File: src/rtl/axi_rd_rr_arbiter_if.sv
// Read-side bus bundle between the requesting masters, the round-robin arbiter and the core read port.
// The slave modport is the arbiter's view; the master modport is the masters-plus-core environment.
interface axi_rd_rr_arbiter_if #(
  parameter int AXI_AWIDTH = 32,
  parameter int AXI_DWIDTH = 32,
  parameter int NUM_REQ    = 2
);
  logic [NUM_REQ-1:0]            req_read_request_valid;
  logic [NUM_REQ-1:0]            req_read_request_ready;
  logic [NUM_REQ*AXI_AWIDTH-1:0] req_read_addr;
  logic [NUM_REQ*32-1:0]         req_read_len;
  logic [NUM_REQ*3-1:0]          req_read_size;
  logic [NUM_REQ*2-1:0]          req_read_burst;
  logic [AXI_DWIDTH-1:0]         req_read_data;
  logic [NUM_REQ-1:0]            req_read_data_valid;
  logic [NUM_REQ-1:0]            req_read_data_ready;

  logic                          core_read_request_valid;
  logic                          core_read_request_ready;
  logic [AXI_AWIDTH-1:0]         core_read_addr;
  logic [31:0]                   core_read_len;
  logic [2:0]                    core_read_size;
  logic [1:0]                    core_read_burst;
  logic [AXI_DWIDTH-1:0]         core_read_data;
  logic                          core_read_data_valid;
  logic                          core_read_data_ready;

  modport slave (
    input  req_read_request_valid, req_read_addr, req_read_len, req_read_size, req_read_burst,
    output req_read_request_ready,
    output req_read_data, req_read_data_valid,
    input  req_read_data_ready,
    output core_read_request_valid, core_read_addr, core_read_len, core_read_size, core_read_burst,
    input  core_read_request_ready,
    input  core_read_data, core_read_data_valid,
    output core_read_data_ready
  );

  modport master (
    output req_read_request_valid, req_read_addr, req_read_len, req_read_size, req_read_burst,
    input  req_read_request_ready,
    input  req_read_data, req_read_data_valid,
    output req_read_data_ready,
    input  core_read_request_valid, core_read_addr, core_read_len, core_read_size, core_read_burst,
    output core_read_request_ready,
    output core_read_data, core_read_data_valid,
    input  core_read_data_ready
  );
endinterface

File: src/rtl/axi_rd_rr_arbiter.sv
// Round-robin burst arbiter for the shared core read port: 1 arbitration cycle before the request, data/ready pass
// through combinationally to the granted master, grant held until the last beat. Optional watchdog: RD_ARB_TIMEOUT_EN.
module axi_rd_rr_arbiter #(
  parameter int AXI_AWIDTH     = 32,
  parameter int AXI_DWIDTH     = 32,
  parameter int NUM_REQ        = 2,
  parameter int TIMEOUT_CYCLES = 1024
) (
  input  logic                      clk,
  input  logic                      rst,
  axi_rd_rr_arbiter_if.slave        bus,
  output logic [2:0]                grant_id,
  output logic                      busy,
  output logic                      timeout_err
);
  typedef enum logic [1:0] {IDLE, REQ, DATA} state_t;

  state_t                r_state;
  logic [2:0]            r_rr_ptr;
  logic [2:0]            r_grant;
  logic [AXI_AWIDTH-1:0] r_addr;
  logic [31:0]           r_len;
  logic [2:0]            r_size;
  logic [1:0]            r_burst;
  logic [31:0]           r_cnt;

  logic                  w_found;
  logic [2:0]            w_winner;
  logic [3:0]            w_idx;
  logic [15:0]           w_vld_pad;
  logic [7:0]            w_dready_pad;
  logic                  w_req_hs;
  logic                  w_beat_acc;
  logic                  w_timeout;

  assign w_vld_pad    = 16'(bus.req_read_request_valid);
  assign w_dready_pad = 8'(bus.req_read_data_ready);

  // Search starts one past the last winner and wraps, so each master waits at most NUM_REQ-1 bursts.
  always_comb begin
    w_found  = 1'b0;
    w_winner = 3'd0;
    w_idx    = 4'd0;
    for (int k = 0; k < NUM_REQ; k++) begin
      w_idx = {1'b0, r_rr_ptr} + 4'd1 + 4'(k);
      if (w_idx >= 4'(NUM_REQ)) w_idx = w_idx - 4'(NUM_REQ);
      if (!w_found && w_vld_pad[w_idx]) begin
        w_found  = 1'b1;
        w_winner = w_idx[2:0];
      end
    end
  end

  assign w_req_hs   = (r_state == REQ) && bus.core_read_request_ready;
  assign w_beat_acc = (r_state == DATA) && bus.core_read_data_valid && w_dready_pad[r_grant];

  assign bus.core_read_request_valid = (r_state == REQ);
  assign bus.core_read_addr          = r_addr;
  assign bus.core_read_len           = r_len;
  assign bus.core_read_size          = r_size;
  assign bus.core_read_burst         = r_burst;
  assign bus.core_read_data_ready    = (r_state == DATA) && w_dready_pad[r_grant];
  // Data bus is zeroed outside DATA so stray core beats never reach the masters.
  assign bus.req_read_data           = (r_state == DATA) ? bus.core_read_data : '0;

  always_comb begin
    bus.req_read_request_ready = '0;
    bus.req_read_data_valid    = '0;
    for (int i = 0; i < NUM_REQ; i++) begin
      if (r_grant == 3'(i)) begin
        bus.req_read_request_ready[i] = w_req_hs;
        bus.req_read_data_valid[i]    = (r_state == DATA) && bus.core_read_data_valid;
      end
    end
  end

`ifdef RD_ARB_TIMEOUT_EN
  localparam int SW = $clog2(TIMEOUT_CYCLES + 1);
  logic [SW-1:0] r_stall;
  logic          r_timeout_err;

  assign w_timeout = (r_state != IDLE) && !w_req_hs && !w_beat_acc &&
                     ((r_stall + SW'(1)) == SW'(TIMEOUT_CYCLES));

  always_ff @(posedge clk) begin
    if (rst) begin
      r_stall       <= '0;
      r_timeout_err <= 1'b0;
    end else begin
      if (r_state == IDLE || w_req_hs || w_beat_acc || w_timeout) r_stall <= '0;
      else                                                         r_stall <= r_stall + SW'(1);
      if (w_timeout) r_timeout_err <= 1'b1;
    end
  end
  assign timeout_err = r_timeout_err;
`else
  assign w_timeout   = 1'b0;
  // Stall limit is only meaningful with the watchdog compiled in.
  assign timeout_err = 1'b0 & (TIMEOUT_CYCLES > 0);
`endif

  always_ff @(posedge clk) begin
    if (rst) begin
      r_state  <= IDLE;
      r_rr_ptr <= 3'(NUM_REQ - 1);
      r_grant  <= 3'd0;
      r_addr   <= '0;
      r_len    <= '0;
      r_size   <= '0;
      r_burst  <= '0;
      r_cnt    <= '0;
    end else begin
      case (r_state)
        IDLE: begin
          if (w_found) begin
            r_grant  <= w_winner;
            r_rr_ptr <= w_winner;
            for (int i = 0; i < NUM_REQ; i++) begin
              if (w_winner == 3'(i)) begin
                r_addr  <= bus.req_read_addr[i*AXI_AWIDTH +: AXI_AWIDTH];
                r_len   <= bus.req_read_len[i*32 +: 32];
                r_size  <= bus.req_read_size[i*3 +: 3];
                r_burst <= bus.req_read_burst[i*2 +: 2];
              end
            end
            r_state <= REQ;
          end
        end
        REQ: begin
          if (w_timeout) begin
            r_state <= IDLE;
          end else if (w_req_hs) begin
            r_cnt   <= r_len;
            r_state <= DATA;
          end
        end
        DATA: begin
          if (w_timeout) begin
            r_state <= IDLE;
          end else if (w_beat_acc) begin
            if (r_cnt == 32'd0) r_state <= IDLE;
            else                r_cnt   <= r_cnt - 32'd1;
          end
        end
        default: r_state <= IDLE;
      endcase
    end
  end

  assign grant_id = r_grant;
  assign busy     = (r_state != IDLE);
endmodule

File: src/flat_wrapper.sv
// flat-port wrapper written by rule: the top's interface ports become plain ports
module axi_rd_rr_arbiter_flat 
#(
  parameter int AXI_AWIDTH     = 32,
  parameter int AXI_DWIDTH     = 32,
  parameter int NUM_REQ        = 2,
  parameter int TIMEOUT_CYCLES = 1024
)
  (clk, rst, grant_id, busy, timeout_err, bus_req_read_request_valid, bus_req_read_addr, bus_req_read_len, bus_req_read_size, bus_req_read_burst, bus_req_read_request_ready, bus_req_read_data, bus_req_read_data_valid, bus_req_read_data_ready, bus_core_read_request_valid, bus_core_read_addr, bus_core_read_len, bus_core_read_size, bus_core_read_burst, bus_core_read_request_ready, bus_core_read_data, bus_core_read_data_valid, bus_core_read_data_ready);
  axi_rd_rr_arbiter_if #(.AXI_AWIDTH(AXI_AWIDTH), .AXI_DWIDTH(AXI_DWIDTH), .NUM_REQ(NUM_REQ)) bus_i ();
  input  logic clk;
  input  logic rst;
  output logic [2:0] grant_id;
  output logic busy;
  output logic timeout_err;
  input wire logic [$bits(bus_i.req_read_request_valid)-1:0] bus_req_read_request_valid;
  input wire logic [$bits(bus_i.req_read_addr)-1:0] bus_req_read_addr;
  input wire logic [$bits(bus_i.req_read_len)-1:0] bus_req_read_len;
  input wire logic [$bits(bus_i.req_read_size)-1:0] bus_req_read_size;
  input wire logic [$bits(bus_i.req_read_burst)-1:0] bus_req_read_burst;
  output wire logic [$bits(bus_i.req_read_request_ready)-1:0] bus_req_read_request_ready;
  output wire logic [$bits(bus_i.req_read_data)-1:0] bus_req_read_data;
  output wire logic [$bits(bus_i.req_read_data_valid)-1:0] bus_req_read_data_valid;
  input wire logic [$bits(bus_i.req_read_data_ready)-1:0] bus_req_read_data_ready;
  output wire logic [$bits(bus_i.core_read_request_valid)-1:0] bus_core_read_request_valid;
  output wire logic [$bits(bus_i.core_read_addr)-1:0] bus_core_read_addr;
  output wire logic [$bits(bus_i.core_read_len)-1:0] bus_core_read_len;
  output wire logic [$bits(bus_i.core_read_size)-1:0] bus_core_read_size;
  output wire logic [$bits(bus_i.core_read_burst)-1:0] bus_core_read_burst;
  input wire logic [$bits(bus_i.core_read_request_ready)-1:0] bus_core_read_request_ready;
  input wire logic [$bits(bus_i.core_read_data)-1:0] bus_core_read_data;
  input wire logic [$bits(bus_i.core_read_data_valid)-1:0] bus_core_read_data_valid;
  output wire logic [$bits(bus_i.core_read_data_ready)-1:0] bus_core_read_data_ready;
  assign bus_i.req_read_request_valid = bus_req_read_request_valid;
  assign bus_i.req_read_addr = bus_req_read_addr;
  assign bus_i.req_read_len = bus_req_read_len;
  assign bus_i.req_read_size = bus_req_read_size;
  assign bus_i.req_read_burst = bus_req_read_burst;
  assign bus_req_read_request_ready = bus_i.req_read_request_ready;
  assign bus_req_read_data = bus_i.req_read_data;
  assign bus_req_read_data_valid = bus_i.req_read_data_valid;
  assign bus_i.req_read_data_ready = bus_req_read_data_ready;
  assign bus_core_read_request_valid = bus_i.core_read_request_valid;
  assign bus_core_read_addr = bus_i.core_read_addr;
  assign bus_core_read_len = bus_i.core_read_len;
  assign bus_core_read_size = bus_i.core_read_size;
  assign bus_core_read_burst = bus_i.core_read_burst;
  assign bus_i.core_read_request_ready = bus_core_read_request_ready;
  assign bus_i.core_read_data = bus_core_read_data;
  assign bus_i.core_read_data_valid = bus_core_read_data_valid;
  assign bus_core_read_data_ready = bus_i.core_read_data_ready;
  axi_rd_rr_arbiter #(.AXI_AWIDTH(AXI_AWIDTH), .AXI_DWIDTH(AXI_DWIDTH), .NUM_REQ(NUM_REQ), .TIMEOUT_CYCLES(TIMEOUT_CYCLES)) u_core (.clk(clk), .rst(rst), .bus(bus_i), .grant_id(grant_id), .busy(busy), .timeout_err(timeout_err));
endmodule
File: config.mk
export PLATFORM = sky130hd
export DESIGN_NAME = axi_rd_rr_arbiter_flat
export DESIGN_NICKNAME = d
export VERILOG_FILES = /design/src/rtl/axi_rd_rr_arbiter_if.sv /design/src/rtl/axi_rd_rr_arbiter.sv /design/src/flat_wrapper.sv
export SDC_FILE = /design/constraint.sdc
export NUM_CORES = 1
export LEC_CHECK = 0
export ABC_AREA = 1
export CELL_PAD_IN_SITES_DETAIL_PLACEMENT = 2
export CELL_PAD_IN_SITES_GLOBAL_PLACEMENT = 2
export CORE_UTILIZATION = 31
export CTS_CLUSTER_DIAMETER = 100
export DETAILED_ROUTE_END_ITERATION = 7
export DONT_BUFFER_PORTS = 1
export PLACE_DENSITY = 0.85
export SYNTH_ARGS = -nofsm -noshare
export SYNTH_HDL_FRONTEND = slang
export SYNTH_SLANG_ARGS = --single-unit
File: constraint.sdc
create_clock -name clk -period 2.73 [get_ports clk]
set_clock_uncertainty 0.05 [all_clocks]
set_input_delay 0.273 -clock clk [delete_from_list [all_inputs] [get_ports clk]]
set_output_delay 0.273 -clock clk [all_outputs]
set_load 0.03 [all_outputs]
# Yosys cells after proc, flatten, opt, wreduce, memory -nomap -nowiden
# Cells that the tools add are included.
classes:
  muxes: 34
  eq_ne: 9
  add_sub_neg: 5
  n_bitwise: 0
  n_shift: 0
  div: 0
  n_mul: 0
  order_cmp: 5
  n_reduce_logical: 17
op_table:
  columns: ["operator", "n"]
  rows:
  - ["2-to-1 mux 32 bit", 8]
  - ["one-hot mux 32 bit (2 select lines)", 1]
  - ["logical NOT 32 bit", 1]
  - ["subtractor 32 x 1 -> 32 bit, second input constant", 1]
  - ["2-to-1 mux 2 bit", 6]
  - ["2-to-1 mux 3 bit", 4]
  - ["less-than comparator 4 x 5 -> 1 bit, second input constant", 2]
  - ["2-to-1 mux 1 bit", 9]
  - ["binary-select mux 1 bit (select 4 bit)", 2]
  - [">= comparator 4 x 2 -> 1 bit, second input constant", 2]
  - ["2-to-1 mux 4 bit", 2]
  - ["AND reduction 4 bit", 2]
  - ["subtractor 4 x 2 -> 4 bit, second input constant", 2]
  - ["== test 3 x 1 -> 1 bit, second input constant", 2]
  - ["logical NOT 3 bit", 2]
  - ["inequality test 2 x 1 -> 1 bit, second input constant", 3]
  - ["one-hot mux 2 bit (3 select lines)", 1]
  - ["nonzero test 2 bit", 3]
  - ["logical AND 1 bit", 5]
  - ["adder 3 x 1 -> 4 bit, second input constant", 1]
  - ["adder 4 x 1 -> 4 bit, second input constant", 1]
  - ["less-than comparator 3 x 4 -> 1 bit, second input constant", 1]
  - ["inequality test 2 bit, second input constant", 2]
  - ["binary-select mux 1 bit (select 3 bit)", 1]
  - ["other kinds (6)", 6]
totals:
  mem_bits_rw: 0
  output_inout_bits: 112
  romBits: 0
  latch_bits: 0
  wordCells: 78
  reg_bits: 109
  inputBits: 178
  n_memories: 0

# Logic depth before layout (Yosys ltp)
depth:
  depth_word: 12
  ltp_mapped: 21
  ltp_nobuf: 19

# Worst setup path after synthesis
# OpenSTA, ideal clock, no wires.
synth_timing:
  path_kind: "register -> register"
  from: "register u_core.r_rr_ptr[0]"
  to: "register u_core.r_len[0] (netlist: u_core.bus.core_read_len[0])"
  t_required_ns: 2.567
  stages_incl_launch_ff: 19
  period_less_slack_ns: 2.445
  arrival_ns: 2.282
  path_slack_ns: 0.285
  path_cell_list: "dfxtp_1 > buf_4 > inv_2 > ha_1 > xor2_2 > ha_1 > inv_1 > nor2_1 > nand3_1 > nand2_1 > nand2_1 > nand2_1 > nand2_2 > inv_2 > nor2_4 > buf_6 > buf_6 > nand2_1 > nand2_1"
synth_between:
  elab_chain_cells: 12
  word_cells_on_any_way: 23
  cone_classes: "add/sub: 4; order compare: 2; eq/ne: 1; mux: 11; reduce/logical: 5"
synth_lines:
  columns: ["item", "line_no", "source"]
  rows:
  - ["start: declaration", "axi_rd_rr_arbiter.sv:19", "logic [2:0] r_rr_ptr;"]
  - ["start signal: assignment", "axi_rd_rr_arbiter.sv:105", "r_rr_ptr <= 3'(NUM_REQ - 1);"]
  - ["start signal: assignment", "axi_rd_rr_arbiter.sv:117", "r_rr_ptr <= w_winner;"]
  - ["adder 3 x 1 -> 4 bit *", "axi_rd_rr_arbiter.sv:45", "w_idx = {1'b0, r_rr_ptr} + 4'd1 + 4'(k);"]
  - ["parallel branches: the longest is 11 deep, another holds adder 4 x 1 -> 4 bit", null, null]
  - ["end signal: assignment", "axi_rd_rr_arbiter.sv:121", "r_len <= bus.req_read_len[i*32 +: 32];"]
  - ["end: declaration", "axi_rd_rr_arbiter.sv:22", "logic [31:0] r_len;"]
# Every way passes the cells marked *. The select of a mux whose other input is x is not followed.
# A chain may end at the register's enable or synchronous reset.

# Final worst setup path
layout_timing:
  from: "register u_core.r_rr_ptr[0]"
  to: "register u_core.r_addr[17] (netlist: u_core.bus.core_read_addr[17])"
layout_between:
  elab_chain_cells: 12
  word_cells_on_any_way: 23
  cone_classes: "add/sub: 4; order compare: 2; eq/ne: 1; mux: 11; reduce/logical: 5"
layout_lines:
  columns: ["item", "line_no", "source"]
  rows:
  - ["adder 3 x 1 -> 4 bit *", "axi_rd_rr_arbiter.sv:45", null]
  - ["parallel branches: the longest is 11 deep, another holds adder 4 x 1 -> 4 bit", null, null]
  - ["end signal: assignment", "axi_rd_rr_arbiter.sv:120", "r_addr <= bus.req_read_addr[i*AXI_AWIDTH +: AXI_AWIDTH];"]
  - ["end: declaration", "axi_rd_rr_arbiter.sv:21", "logic [AXI_AWIDTH-1:0] r_addr;"]
# Marks and branches as above.

==> impl_results.html <==
<table>
<tr><th>Metric</th><th>Value</th></tr>
<tr><th colspan="2">Logic synthesis</th></tr>
<tr><td>Library cell with the largest summed area after synthesis</td><td>dfxtp_1</td></tr>
<tr><td>Gate count of the mapped netlist</td><td>roughly 1200</td></tr>
<tr><td>Netlist area before placement</td><td>6680 µm²</td></tr>
<tr><td>Net count of the mapped netlist</td><td>1341</td></tr>
<tr><td>Number of distinct standard cells referenced by the synthesized netlist</td><td>34</td></tr>
<tr><td>Flip-flop and latch count after synthesis</td><td>107</td></tr>
<tr><td>Top_reg_cell synth</td><td>dfxtp_1</td></tr>
<tr><td>Top cell type's share of synthesized area</td><td>32.1%</td></tr>
<tr><td>Sequential area share after synthesis</td><td>between 30% and 40%</td></tr>
<tr><td>Number of enable flip-flop cells after synthesis</td><td>0</td></tr>
<tr><td>Largest cells by area after synthesis</td><td>dfxtp_1, nand2_1, nand3_1</td></tr>
<tr><td>Mean Syn Cell Area</td><td>5.77 µm²</td></tr>
<tr><td>Async set-reset flop share out of synthesis</td><td>0%</td></tr>
<tr><td>Number of warnings reported in the yosys synthesis log</td><td>0</td></tr>
<tr><th colspan="2">Clock tree</th></tr>
<tr><td>CTS clock-pin slew for the worst setup and hold paths</td><td>0.08 ns</td></tr>
<tr><td>Clock net sink count</td><td>107</td></tr>
<tr><td>Cell chosen for the clock root</td><td>clkbuf_16</td></tr>
<tr><td>Clk buf depth</td><td>2</td></tr>
<tr><td>Total clock buffers created by CTS</td><td>9</td></tr>
<tr><td>CTS HTree Levels</td><td>3</td></tr>
<tr><td>Clock latency on the worst-skew pair</td><td>0.36 ns</td></tr>
<tr><td>TritonCTS clock tree</td><td>done</td></tr>
<tr><th colspan="2">Floorplanning</th></tr>
<tr><td>Starting density of the core</td><td>31.7%</td></tr>
<tr><td>Die height</td><td>149 µm</td></tr>
<tr><td>Number of top-level pins</td><td>290</td></tr>
<tr><td>Die Outline Area</td><td>22100 µm²</td></tr>
<tr><td>Die width</td><td>roughly 150 µm</td></tr>
<tr><td>Site row count</td><td>53</td></tr>
<tr><td>Core region area</td><td>21100 µm²</td></tr>
<tr><th colspan="2">Timing</th></tr>
<tr><td>Max-Slew Margin vs Limit</td><td>approximately a third</td></tr>
<tr><td>Max Freq</td><td>~380 MHz</td></tr>
<tr><td>Final cycle utilization of the critical path</td><td>96.4%</td></tr>
<tr><td>Total negative slack</td><td>0 ns</td></tr>
<tr><td>Max Slew Vio Count</td><td>0</td></tr>
<tr><td>Setup ws final</td><td>0.0974 ns</td></tr>
<tr><td>Final number of hold-violating endpoints</td><td>0</td></tr>
<tr><td>Final critical path time including I/O delays and setup</td><td>2.63 ns</td></tr>
<tr><td>Total setup violations reported at the end of the flow</td><td>0</td></tr>
<tr><td>Slew of the pin with the lowest slew margin</td><td>0.989 ns</td></tr>
<tr><th colspan="2">Power</th></tr>
<tr><td>Cell area power density</td><td>1510 nW/µm²</td></tr>
<tr><td>Total power</td><td>0.0116 W</td></tr>
<tr><td>Worst ir drop on vdd</td><td>roughly 0.56 mV</td></tr>
<tr><td>Static Leak</td><td>4.17 nW</td></tr>
<tr><th colspan="2">Global route</th></tr>
<tr><td>Vias in the first global route</td><td>about 8000</td></tr>
<tr><td>Maximum number of pins on one net before global-route repair</td><td>70</td></tr>
<tr><td>Leftover overflow at the end of global routing</td><td>0</td></tr>
<tr><td>Global-route wire length before repair</td><td>39600 µm</td></tr>
<tr><td>Number of antenna violations at the first check in global routing</td><td>0</td></tr>
<tr><td>Combined global-route utilization of all metal layers</td><td>around 23%</td></tr>
<tr><th colspan="2">Critical path</th></tr>
<tr><td>Critical path required time</td><td>2.99 ns</td></tr>
<tr><td>Longest individual stage delay on the worst path</td><td>0.38 ns</td></tr>
<tr><td>Category of the worst setup path launch point</td><td>flip-flop</td></tr>
<tr><td>Critical Path Fanout Max</td><td>8</td></tr>
<tr><td>Worst path arrival time</td><td>2.89 ns</td></tr>
<tr><td>Buf+Inv Stages, Crit Path</td><td>6</td></tr>
<tr><td>Critical-path cell list</td><td>inv_2 &gt; ha_1 &gt; inv_1 &gt; nand2_1 &gt; nand2_1 &gt; inv_1 &gt; ha_1 &gt; inv_1 &gt; nor2_1 &gt; nand3_1 &gt; nand2_2 &gt; nand2_1 &gt; nand2_2 &gt; nand2_4 &gt; nor2_4 &gt; clkbuf_16 &gt; buf_6 &gt; nand3_1 &gt; nand2_1</td></tr>
<tr><td>Worst Path Class, Setup</td><td>reg2reg</td></tr>
<tr><td>Most common cell on crit path</td><td>nand2_1</td></tr>
<tr><td>Largest delay share family, worst path</td><td>simple AND/OR/NAND/NOR gates</td></tr>
<tr><td>Capturing element type of the critical path</td><td>flip-flop</td></tr>
<tr><td>Crit-path slowest cell</td><td>dfxtp_2</td></tr>
<tr><th colspan="2">Routing</th></tr>
<tr><td>Number of routed nets with antenna violations</td><td>0</td></tr>
<tr><td>Via/cell ratio</td><td>5.07</td></tr>
<tr><td>Iteration-0 DRC count of the detailed router</td><td>about 210</td></tr>
<tr><td>Via Count</td><td>a little over 7000</td></tr>
<tr><td>Drt wl/cell</td><td>between 15 and 20 µm</td></tr>
<tr><td>Count of TritonRoute iterations in the first routing pass</td><td>4</td></tr>
<tr><td>Routed wire length</td><td>27600 µm</td></tr>
<tr><td>Remaining routing DRC violations</td><td>0</td></tr>
<tr><th colspan="2">Cells and area</th></tr>
<tr><td>Combined flip-flop and latch cell area</td><td>2150 µm²</td></tr>
<tr><td>Combined area of the multi-input logic cells</td><td>~3500 µm²</td></tr>
<tr><td>Number of fillers in the final layout</td><td>2682</td></tr>
<tr><td>Layout net count</td><td>1334</td></tr>
<tr><td>Syn-to-layout area delta</td><td>14.4%</td></tr>
<tr><td>Fraction of layout cells with a size suffix above 1</td><td>7.36%</td></tr>
<tr><th colspan="2">Outcome</th></tr>
<tr><td>Run status</td><td>finished, final reports clean</td></tr>
<tr><th colspan="2">Min path</th></tr>
<tr><td>Worst min path class</td><td>in2reg</td></tr>
<tr><th colspan="2">Flow run</th></tr>
<tr><td>Count of max-cap constraint violations</td><td>0</td></tr>
<tr><th colspan="2">Placed design</th></tr>
<tr><td>IO Port Bufs</td><td>0</td></tr>
<tr><td>Worst setup slack after placement</td><td>-0.00391 ns</td></tr>
<tr><td>Post-DP HPWL</td><td>17800 µm</td></tr>
<tr><td>Placer congestion estimate</td><td>roughly 0.80</td></tr>
</table>
-- timing repair --
item | 4_1_cts | 5_1_grt
hold buffers | 1 | 0
pin swaps | 0 | 6
gates cloned | 0 | 12
gates resized for setup | 2 | 14
endpoints found under the hold margin | 20 | 0
endpoints found under the setup margin | 1 | 70
setup buffers | 0 | 7
-- cells in the final DEF (no fill, tap or decap), types with 2 or more instances in the layout --
| cell type | count |
|---|---|
| o21ai_0 | 33 |
| buf_4 | 20 |
| nand2_1 | 358 |
| ha_4 | 2 |
| inv_2 | 6 |
| buf_6 | 4 |
| nand4_1 | 5 |
| ha_1 | 4 |
| o21bai_1 | 4 |
| buf_12 | 8 |
| nand2_2 | 6 |
| a21boi_0 | 2 |
| inv_1 | 206 |
| nor2_4 | 2 |
| dfxtp_1 | 105 |
| inv_6 | 2 |
| nor3_1 | 4 |
| nor2_2 | 5 |
| a31oi_1 | 3 |
| nand3_1 | 162 |
| clkinv_2 | 3 |
| xnor2_1 | 5 |
| xor2_1 | 6 |
| or2_2 | 2 |
| a21oi_1 | 22 |
| clkbuf_16 | 16 |
| nor2_1 | 143 |
-- path summary, 6_finish.rpt --
path | start | end | slack [ns] | cells after the start
setup / recovery | u_core.r_rr_ptr[0] | u_core.bus.core_read_addr[17] | 0.1 | 19
hold / removal | bus_req_read_addr[32] | u_core.bus.core_read_addr[0] | 0.06 | 4
setup reg to reg | u_core.r_rr_ptr[0] | u_core.bus.core_read_addr[17] | 0.1 | 19
hold reg to reg | u_core.r_cnt[1] | u_core.r_cnt[1] | 0.44 | 2
-- through the flow --
step	utilization [%]	std cells	instance area [µm²]	hold WS, ns
after global routing	36.2	1430	7640	0.0826
after floorplan	-	1157	6680	0.407
after detailed placement	33.0	1394	6960	0.303
final	36.2	1431	7640	0.0624
after global placement	33.0	1394	6960	0.300
after CTS	34.5	1411	7270	0.0547
-- synth_stat cells (all sizes together), types with 2 or more instances --
library cell	n
o21ai	33
nand3	162
buf	39
a21oi	23
nor2	150
nor3	4
o21bai	4
xor2	7
nand2	365
or2	2
clkbuf	20
dfxtp	107
xnor2	5
inv	212
a31oi	3
a21boi	2
nand4	6
ha	6
-- worst min-delay path, delay by kind of cell --
kind,cells,cell delay [ns]
AND/OR/NAND/NOR,3,0.16
buffers and inverters,1,0.02
-- kinds of logic (layout without fill, tap and decap cells) --
group / count (synthesis) / after routing / synth area share [%]
other cells: 1 / 2 / 0.0561
compound gates: 69 / 69 / 5.58
fa+ha+maj: 6 / 6 / 1.12
flops: 107 / 107 / 32.1
xor+xnor: 12 / 12 / 1.69
buf+inv: 272 / 270 / 16.7
simple gates: 690 / 690 / 42.8
-- power by group --
part	internal [W]	switching, W
logic	0.00207	0.00402
clock network	0.000716	0.000644
registers	0.00227	0.00184
-- final cells by class --
cell class | instances | share of cell area [%]
Inverter | 213 | 10.5
Tap cell | 275 | 4.50
Antenna cell | 1 | 0.0327
Sequential cell | 107 | 28.1
Clock buffer | 10 | 3.00
Timing Repair Buffer | 41 | 7.43
Multi-Input combinational cell | 778 | 45.6
Clock inverter | 6 | 0.819
-- registers in the layout (all words and copies together) (netlist names) --
name	flops
u_core.bus.core_read_burst	2
u_core.r_state	2
u_core.bus.core_read_addr	32
u_core.bus.core_read_size	3
u_core.grant_id	3
u_core.r_rr_ptr	1
u_core.r_cnt	32
u_core.bus.core_read_len	32
-- metal layers --
metal	up-vias	wire length (µm)	global-route usage [%]
li1	3470	-	-
met1	3538	11200	24.2
met2	223	14400	43.4
met3	24	1700	5.87
met4	0	354	7.30
met5	-	0	0
No activity file was read; power rests on OpenSTA's default activity.
